### config.mk
export PLATFORM = sky130hd
export DESIGN_NAME = reset_seq_gen
export DESIGN_NICKNAME = d
export VERILOG_FILES = /design/src/rtl/reset_seq_gen.sv
export SDC_FILE = /design/constraint.sdc
export NUM_CORES = 1
export LEC_CHECK = 0
export CAP_MARGIN = 20
export CORE_MARGIN = 4
export CORE_UTILIZATION = 35
export CTS_CLUSTER_SIZE = 30
export DETAILED_ROUTE_END_ITERATION = 10
export PLACE_DENSITY = 0.79
export SYNTH_ARGS = -nofsm -noshare
export SYNTH_HDL_FRONTEND = slang
export SYNTH_SLANG_ARGS = --single-unit
### constraint.sdc
create_clock -name clk -period 2.54 [get_ports clk]
set_clock_uncertainty 0.05 [all_clocks]
set_input_delay 0.508 -clock clk [delete_from_list [all_inputs] [get_ports clk]]
set_output_delay 0.508 -clock clk [all_outputs]
set_load 0.005 [all_outputs]
### src/rtl/reset_seq_gen.sv
// Staggered reset release sequencer: channels leave reset one at a time, then done rises.
// Optional per-channel clock-enable dividers are built when RESET_SEQ_GEN_CE_EN is defined.
module reset_seq_gen #(
    parameter int NUM_CH         = 4,
    parameter int ASSERT_CYCLES  = 2,
    parameter int STAGGER_CYCLES = 4,
    parameter int DIV_W          = 8
) (
    input  logic                    clk,
    input  logic                    rst_n,
    input  logic                    soft_rst,
    input  logic [NUM_CH*DIV_W-1:0] ce_div,
    output logic [NUM_CH-1:0]       rst_out,
    output logic [NUM_CH-1:0]       ce_out,
    output logic                    done
);

    localparam int MAX_CYC = (ASSERT_CYCLES > STAGGER_CYCLES) ? ASSERT_CYCLES : STAGGER_CYCLES;
    localparam int CNT_W   = $clog2(MAX_CYC + 1);

    localparam logic [CNT_W-1:0] ASSERT_LAST  = CNT_W'(ASSERT_CYCLES);
    localparam logic [CNT_W-1:0] STAGGER_LAST = CNT_W'(STAGGER_CYCLES);

    typedef enum logic [1:0] {
        ST_ASSERT,
        ST_RELEASE,
        ST_RUN
    } state_t;

    state_t            state;
    logic [CNT_W-1:0]  cnt;
    logic [NUM_CH-1:0] rst_shift;
    logic              last_release;

    // Releases go in ascending channel order, so shifting left drops the lowest asserted channel.
    assign rst_shift    = rst_out << 1;
    assign last_release = (rst_shift == '0);

    // NOTE: all sequential state uses non-blocking assignments so every register
    // samples the pre-edge values, independent of statement order.
    always_ff @(posedge clk) begin
        if (!rst_n || soft_rst) begin
            state   <= ST_ASSERT;
            cnt     <= '0;
            rst_out <= '1;
            done    <= 1'b0;
        end else begin
            case (state)
                ST_ASSERT: begin
                    if (cnt == ASSERT_LAST) begin
                        rst_out <= rst_shift;
                        cnt     <= CNT_W'(1);
                        if (last_release) begin
                            state <= ST_RUN;
                            done  <= 1'b1;
                        end else begin
                            state <= ST_RELEASE;
                        end
                    end else begin
                        cnt <= cnt + 1'b1;
                    end
                end
                ST_RELEASE: begin
                    if (cnt == STAGGER_LAST) begin
                        rst_out <= rst_shift;
                        cnt     <= CNT_W'(1);
                        if (last_release) begin
                            state <= ST_RUN;
                            done  <= 1'b1;
                        end
                    end else begin
                        cnt <= cnt + 1'b1;
                    end
                end
                ST_RUN: begin
                    rst_out <= '0;
                    done    <= 1'b1;
                end
                default: begin
                    state   <= ST_ASSERT;
                    cnt     <= '0;
                    rst_out <= '1;
                    done    <= 1'b0;
                end
            endcase
        end
    end

`ifdef RESET_SEQ_GEN_CE_EN
    logic [DIV_W-1:0] div_cnt [NUM_CH];

    // A counter sits at 0 while its channel is in reset, so the first pulse lands
    // on the edge after release; each pulse reloads the current divide ratio.
    always_ff @(posedge clk) begin
        if (!rst_n || soft_rst) begin
            for (int k = 0; k < NUM_CH; k++) begin
                div_cnt[k] <= '0;
            end
            ce_out <= '0;
        end else begin
            for (int k = 0; k < NUM_CH; k++) begin
                if (rst_out[k]) begin
                    div_cnt[k] <= '0;
                    ce_out[k]  <= 1'b0;
                end else if (div_cnt[k] == '0) begin
                    div_cnt[k] <= ce_div[k*DIV_W +: DIV_W];
                    ce_out[k]  <= 1'b1;
                end else begin
                    div_cnt[k] <= div_cnt[k] - 1'b1;
                    ce_out[k]  <= 1'b0;
                end
            end
        end
    end
`else
    logic unused_ce_div;

    assign unused_ce_div = ^ce_div;
    assign ce_out        = ~rst_out;
`endif

endmodule
Word-level counts from Yosys, hierarchy flattened
Index checks and enable logic that the tools add are counted.
{"block": "totals", "inputBits": 35, "word_cells": 35, "regBits": 10, "out_inout_bits": 9}
{"block": "op_classes", "eq_ne": 7, "n_reduce_logical": 6, "addsub": 1, "bitwise": 2, "n_mux": 15}
{"operator": "one-hot mux 4 bit (3 select lines)", "n": 1}
{"operator": "one-hot mux 3 bit (3 select lines)", "n": 1}
{"operator": "2-to-1 mux 2 bit", "n": 4}
{"operator": "2-to-1 mux 4 bit", "n": 2}
{"operator": "2-to-1 mux 3 bit", "n": 2}
{"operator": "inequality test 2 bit (second input constant)", "n": 3}
{"operator": "one-hot mux 2 bit (3 select lines)", "n": 1}
{"operator": "zero test 4 bit", "n": 1}
{"operator": "NOT 4 bit", "n": 1}
{"operator": "AND reduction 4 bit", "n": 1}
{"operator": "adder 3 x 1 -> 3 bit (second input constant)", "n": 1}
{"operator": "== test 3 x 2 -> 1 bit (second input constant)", "n": 1}
{"operator": "== test 3 bit (second input constant)", "n": 1}
{"operator": "2-to-1 mux 1 bit", "n": 3}
{"operator": "one-hot mux 1 bit (3 select lines)", "n": 1}
{"operator": "== test 2 x 1 -> 1 bit (second input constant)", "n": 1}
{"operator": "== test 2 bit (second input constant)", "n": 1}
{"operator": "zero test 2 bit", "n": 1}
{"operator": "AND reduction 2 bit", "n": 1}
{"operator": "zero test 1 bit", "n": 1}
{"operator": "logical OR 1 bit", "n": 1}
{"operator": "NOT 1 bit", "n": 1}

Logic depth before layout (Yosys ltp)
{"block": "depth", "word_depth": 4, "ltp_mapped": 5}

Least setup slack after synthesis
OpenSTA, ideal clock, no wires.
{"block": "synth_path", "path_type": "reg-to-reg", "from": "register cnt[0]", "to": "register rst_out[2]", "synth_period_minus_slack_ns": 1.414, "arrival_time_ns": 1.227, "stages_incl_launch_ff": 6, "n_path_buf": 0, "path_slack_ns": 1.126, "setup_time_ns": 0.137, "required_ns": 2.353, "cell_sequence": "dfxtp_1 -> inv_1 -> ha_1 -> and3_2 -> nor4_1 -> o41ai_2"}
{"block": "synth_between", "elab_chain_len": 3, "word_cells_on_any_way": 5, "cone_classes": "4 x eq/ne; 1 x reduce/logical"}
{"element": "start, declared", "line_no": "31", "text": "logic [CNT_W-1:0] cnt;"}
{"element": "start signal, assigned", "line_no": "60", "text": "cnt <= cnt + 1'b1;"}
{"element": "start signal, assigned", "line_no": "72", "text": "cnt <= cnt + 1'b1;"}
{"element": "== test 3 bit or == test 3 x 2 -> 1 bit (tied branches)", "line_no": "64, 50"}
{"element": "inequality test 2 bit (no source line)"}
{"element": "AND reduction 2 bit (no source line) (*)"}
{"element": "end signal, assigned", "line_no": "51", "text": "rst_out <= rst_shift;"}
{"element": "end signal, assigned", "line_no": "65", "text": "rst_out <= rst_shift;"}
{"element": "end, declared", "line_no": "13", "text": "output logic [NUM_CH-1:0] rst_out,"}
Every way passes the cells marked *; elsewhere a longest branch is shown, timed or not.
A chain may end at the register's enable or synchronous reset.

Worst setup path after layout
{"block": "layout_path", "from": "register rst_out[0]", "to": "output port rst_out[0]"}
No word-level cell between the ends.

==> results by group <==
STA
  – Slew margin rel.: 0.6550
  – Slew Limit Fails: 0
  – Setup TNS: 0 ps
  – Worst-margin pin slew: 516.8 ps
  – Final Hold Vio Count: 0
  – Final setup viols: 0
  – Final Critical Period: 1796 ps
  – Max Clk Rate: 556.7 MHz
  – Fin crit share: 0.7072
  – RSZ-0062 raised after global routing: false

Synthesis
  – FF+latch count, synth: 10
  – Area contributors post-synth: dfxtp_1 (33%), ha_1 (6.3%), a21oi_1 (5.0%)
  – Post-Syn Area: 598.1 µm²
  – Largest area contributor in the netlist: dfxtp_1
  – Synth Area per Inst: 8.926 µm²
  – Syn nets: 105
  – Synth cell types: 32
  – Yosys top cell area share: 0.3347
  – Yosys Warn Count: 0
  – Post-synthesis cell count: 67
  – Post-synthesis sequential area ratio: 0.3347

GRT
  – Vias in the first global route: about 480
  – GRT Util Overall: 0.1190
  – Largest net degree at the start of global routing: 15
  – Initial antenna violation count: 0
  – Global-route wire length before repair: 2132 µm
  – Grt total ovfl: 0

Detailed routing
  – Drt pass-1 iters: 4
  – DR vias/cell: 5.755
  – Routed via count: roughly 540
  – Initial DRC Count: 10
  – Routed WL: 1294 µm
  – Wire per inst: 13.77 µm
  – Final ANT Viol Nets: 0
  – Drt drc: 0

CTS
  – CTS Buf Count: 3
  – CTS sink count: 10
  – Postcts setup bufs: 0
  – Worst-path clk slew: 60 ps
  – Cts repair resizes: 0
  – Post-cts hold buffer count: 0
  – H-tree depth: 1
  – Root buffer cell: clkbuf_4
  – Later-pin clock latency in the skew report: ~270 ps
  – CTS tree: done
  – CTS max path bufs: 2

Setup path
  – Crit path max-delay family: buffers and inverters
  – Class of the most critical setup path: flip-flop to primary output
  – Worst path bufs/invs: 1
  – CP Max Fanout: 5
  – CP Cell Sequence: clkdlybuf4s50_1
  – WP data arrival: 1240 ps
  – CP Launch Type: flip-flop
  – Required @ worst endpoint: 1980 ps
  – Worst Setup End Kind: primary output
  – Critical Path Slowest Stage Cell: clkdlybuf4s50_1
  – CP peak stage delay: 560 ps

Die
  – Die area: 2434 µm²
  – Ports: 44
  – Rows: 14
  – Die width: between 40 and 50 µm
  – Initial Util: 0.3836
  – Chip Height: 49.34 µm
  – Core ar.: 1559 µm²

Cells and area
  – # diodes: 0
  – # fillers: 142
  – Leading cell type in the layout, fill and taps excluded: clkdlybuf4s50_1
  – Most frequent cells in the layout: clkdlybuf4s50_1 (11), dfxtp_1 (10), inv_1 (6), a21oi_1 (6), nand2_1 (4)
  – Register area: approximately 200 µm²
  – Multi-input logic area: 341.6 µm²
  – Area Overhead vs Synth: 20.50%
  – Layout cells sized above 1: 0.1026
  – Final cell count without fillers: 94
  – Final #Nets: 118

Placed design
  – Placed Cells: between 90 and 100
  – GP Congestion: approximately 0.86
  – # port buffers: 11
  – Post-DP HPWL: between 900 and 1000 µm

Worst hold path
  – Worst Hold Class: flip-flop to flip-flop

Pwr
  – Pwr dens: 410.2 nW/µm²
  – P_leak: 0.2937 nW
  – Peak supply drop: 0.0002289 V

Run status
  – Status: completed

Job
  – Max_cap viols: 0
[report_power, final]
group	total (mW)	switching, mW	internal (mW)
Combinational	0.0242	0.0118	0.0124
Clock	0.109	0.0540	0.0548
Sequential	0.163	0.00366	0.159
Total	0.296	0.0694	0.226
[kinds of logic (layout without fill, tap and decap cells)]
group                    after synthesis  count (layout)  share of synthesized area
buffers and inverters                 10              21                    0.09414
adder cells (fa/ha/maj)                3               3                    0.06277
AND/OR/NAND/NOR                       25              25                     0.2678
AO/OA/AOI/OAI                         19              19                     0.2406
flip-flops                            10              10                     0.3347
[flip-flops by register name (all words and copies together), names as in the netlist]
signal / count
done: 1
rst_out: 4
state: 2
cnt: 3
[final cells by class]
type / count / area share
Clock buffer: 3 / 0.03125
Multi-Input combinational cell: 47 / 0.4740
Tap cell: 16 / 0.02778
Inverter: 7 / 0.03646
Timing Repair Buffer: 11 / 0.1528
Sequential cell: 10 / 0.2778
[per-layer routing]
layer	GRT usage	wire, µm	vias up
met2	0.1920	623	19
li1	-	-	270
met5	0	0	-
met4	0.04265	21	0
met3	0.06422	69	4
met1	0.1308	579	248
[cell usage after synthesis]
cell	instances
inv_1	6
buf_6	2
nand3_1	1
nand2_1	4
o41ai_2	1
ha_1	3
nor3_1	2
nor3b_4	1
a221o_1	1
or3b_1	2
o31ai_1	2
a311oi_1	1
nand4_1	1
a21o_1	1
dfxtp_1	10
buf_4	1
o21bai_1	1
nor2_1	2
a21bo_1	1
a31oi_1	1
o21ai_1	2
nor3b_1	1
nor2b_1	3
nor4_1	3
or3_1	1
nand2b_1	2
inv_2	1
a21oi_1	6
o21a_1	1
nand4b_1	1
and3_2	1
a221oi_2	1
[worst paths after layout]
kind	from	endpoint	slack, ps	cells past startpoint
worst max-delay path	rst_out[0]	rst_out[0]	740	1
worst min-delay path	cnt[1]	cnt[1]	450	2
worst max register to register	cnt[0]	rst_out[2]	990	5
worst min register to register	cnt[1]	cnt[1]	450	2
[per-stage QoR]
| stage | power [mW] | util | hold WS [ps] | setup WS [ps] | cell area (µm²) |
|---|---|---|---|---|---|
| floorplan | 0.1822 | - | 414.8 | 1126 | 598.1 |
| global placement | 0.1891 | 0.4478 | 424.1 | 785.6 | 698.2 |
| detailed placement | 0.1899 | 0.4478 | 437.4 | 755.6 | 698.2 |
| CTS | 0.2988 | 0.4623 | 446.2 | 721.2 | 720.7 |
| global route | 0.3093 | 0.4623 | 482.5 | 680.6 | 720.7 |
| finish | 0.2956 | 0.4623 | 446.7 | 743.7 | 720.7 |
Power figures use the tool's default switching activity.
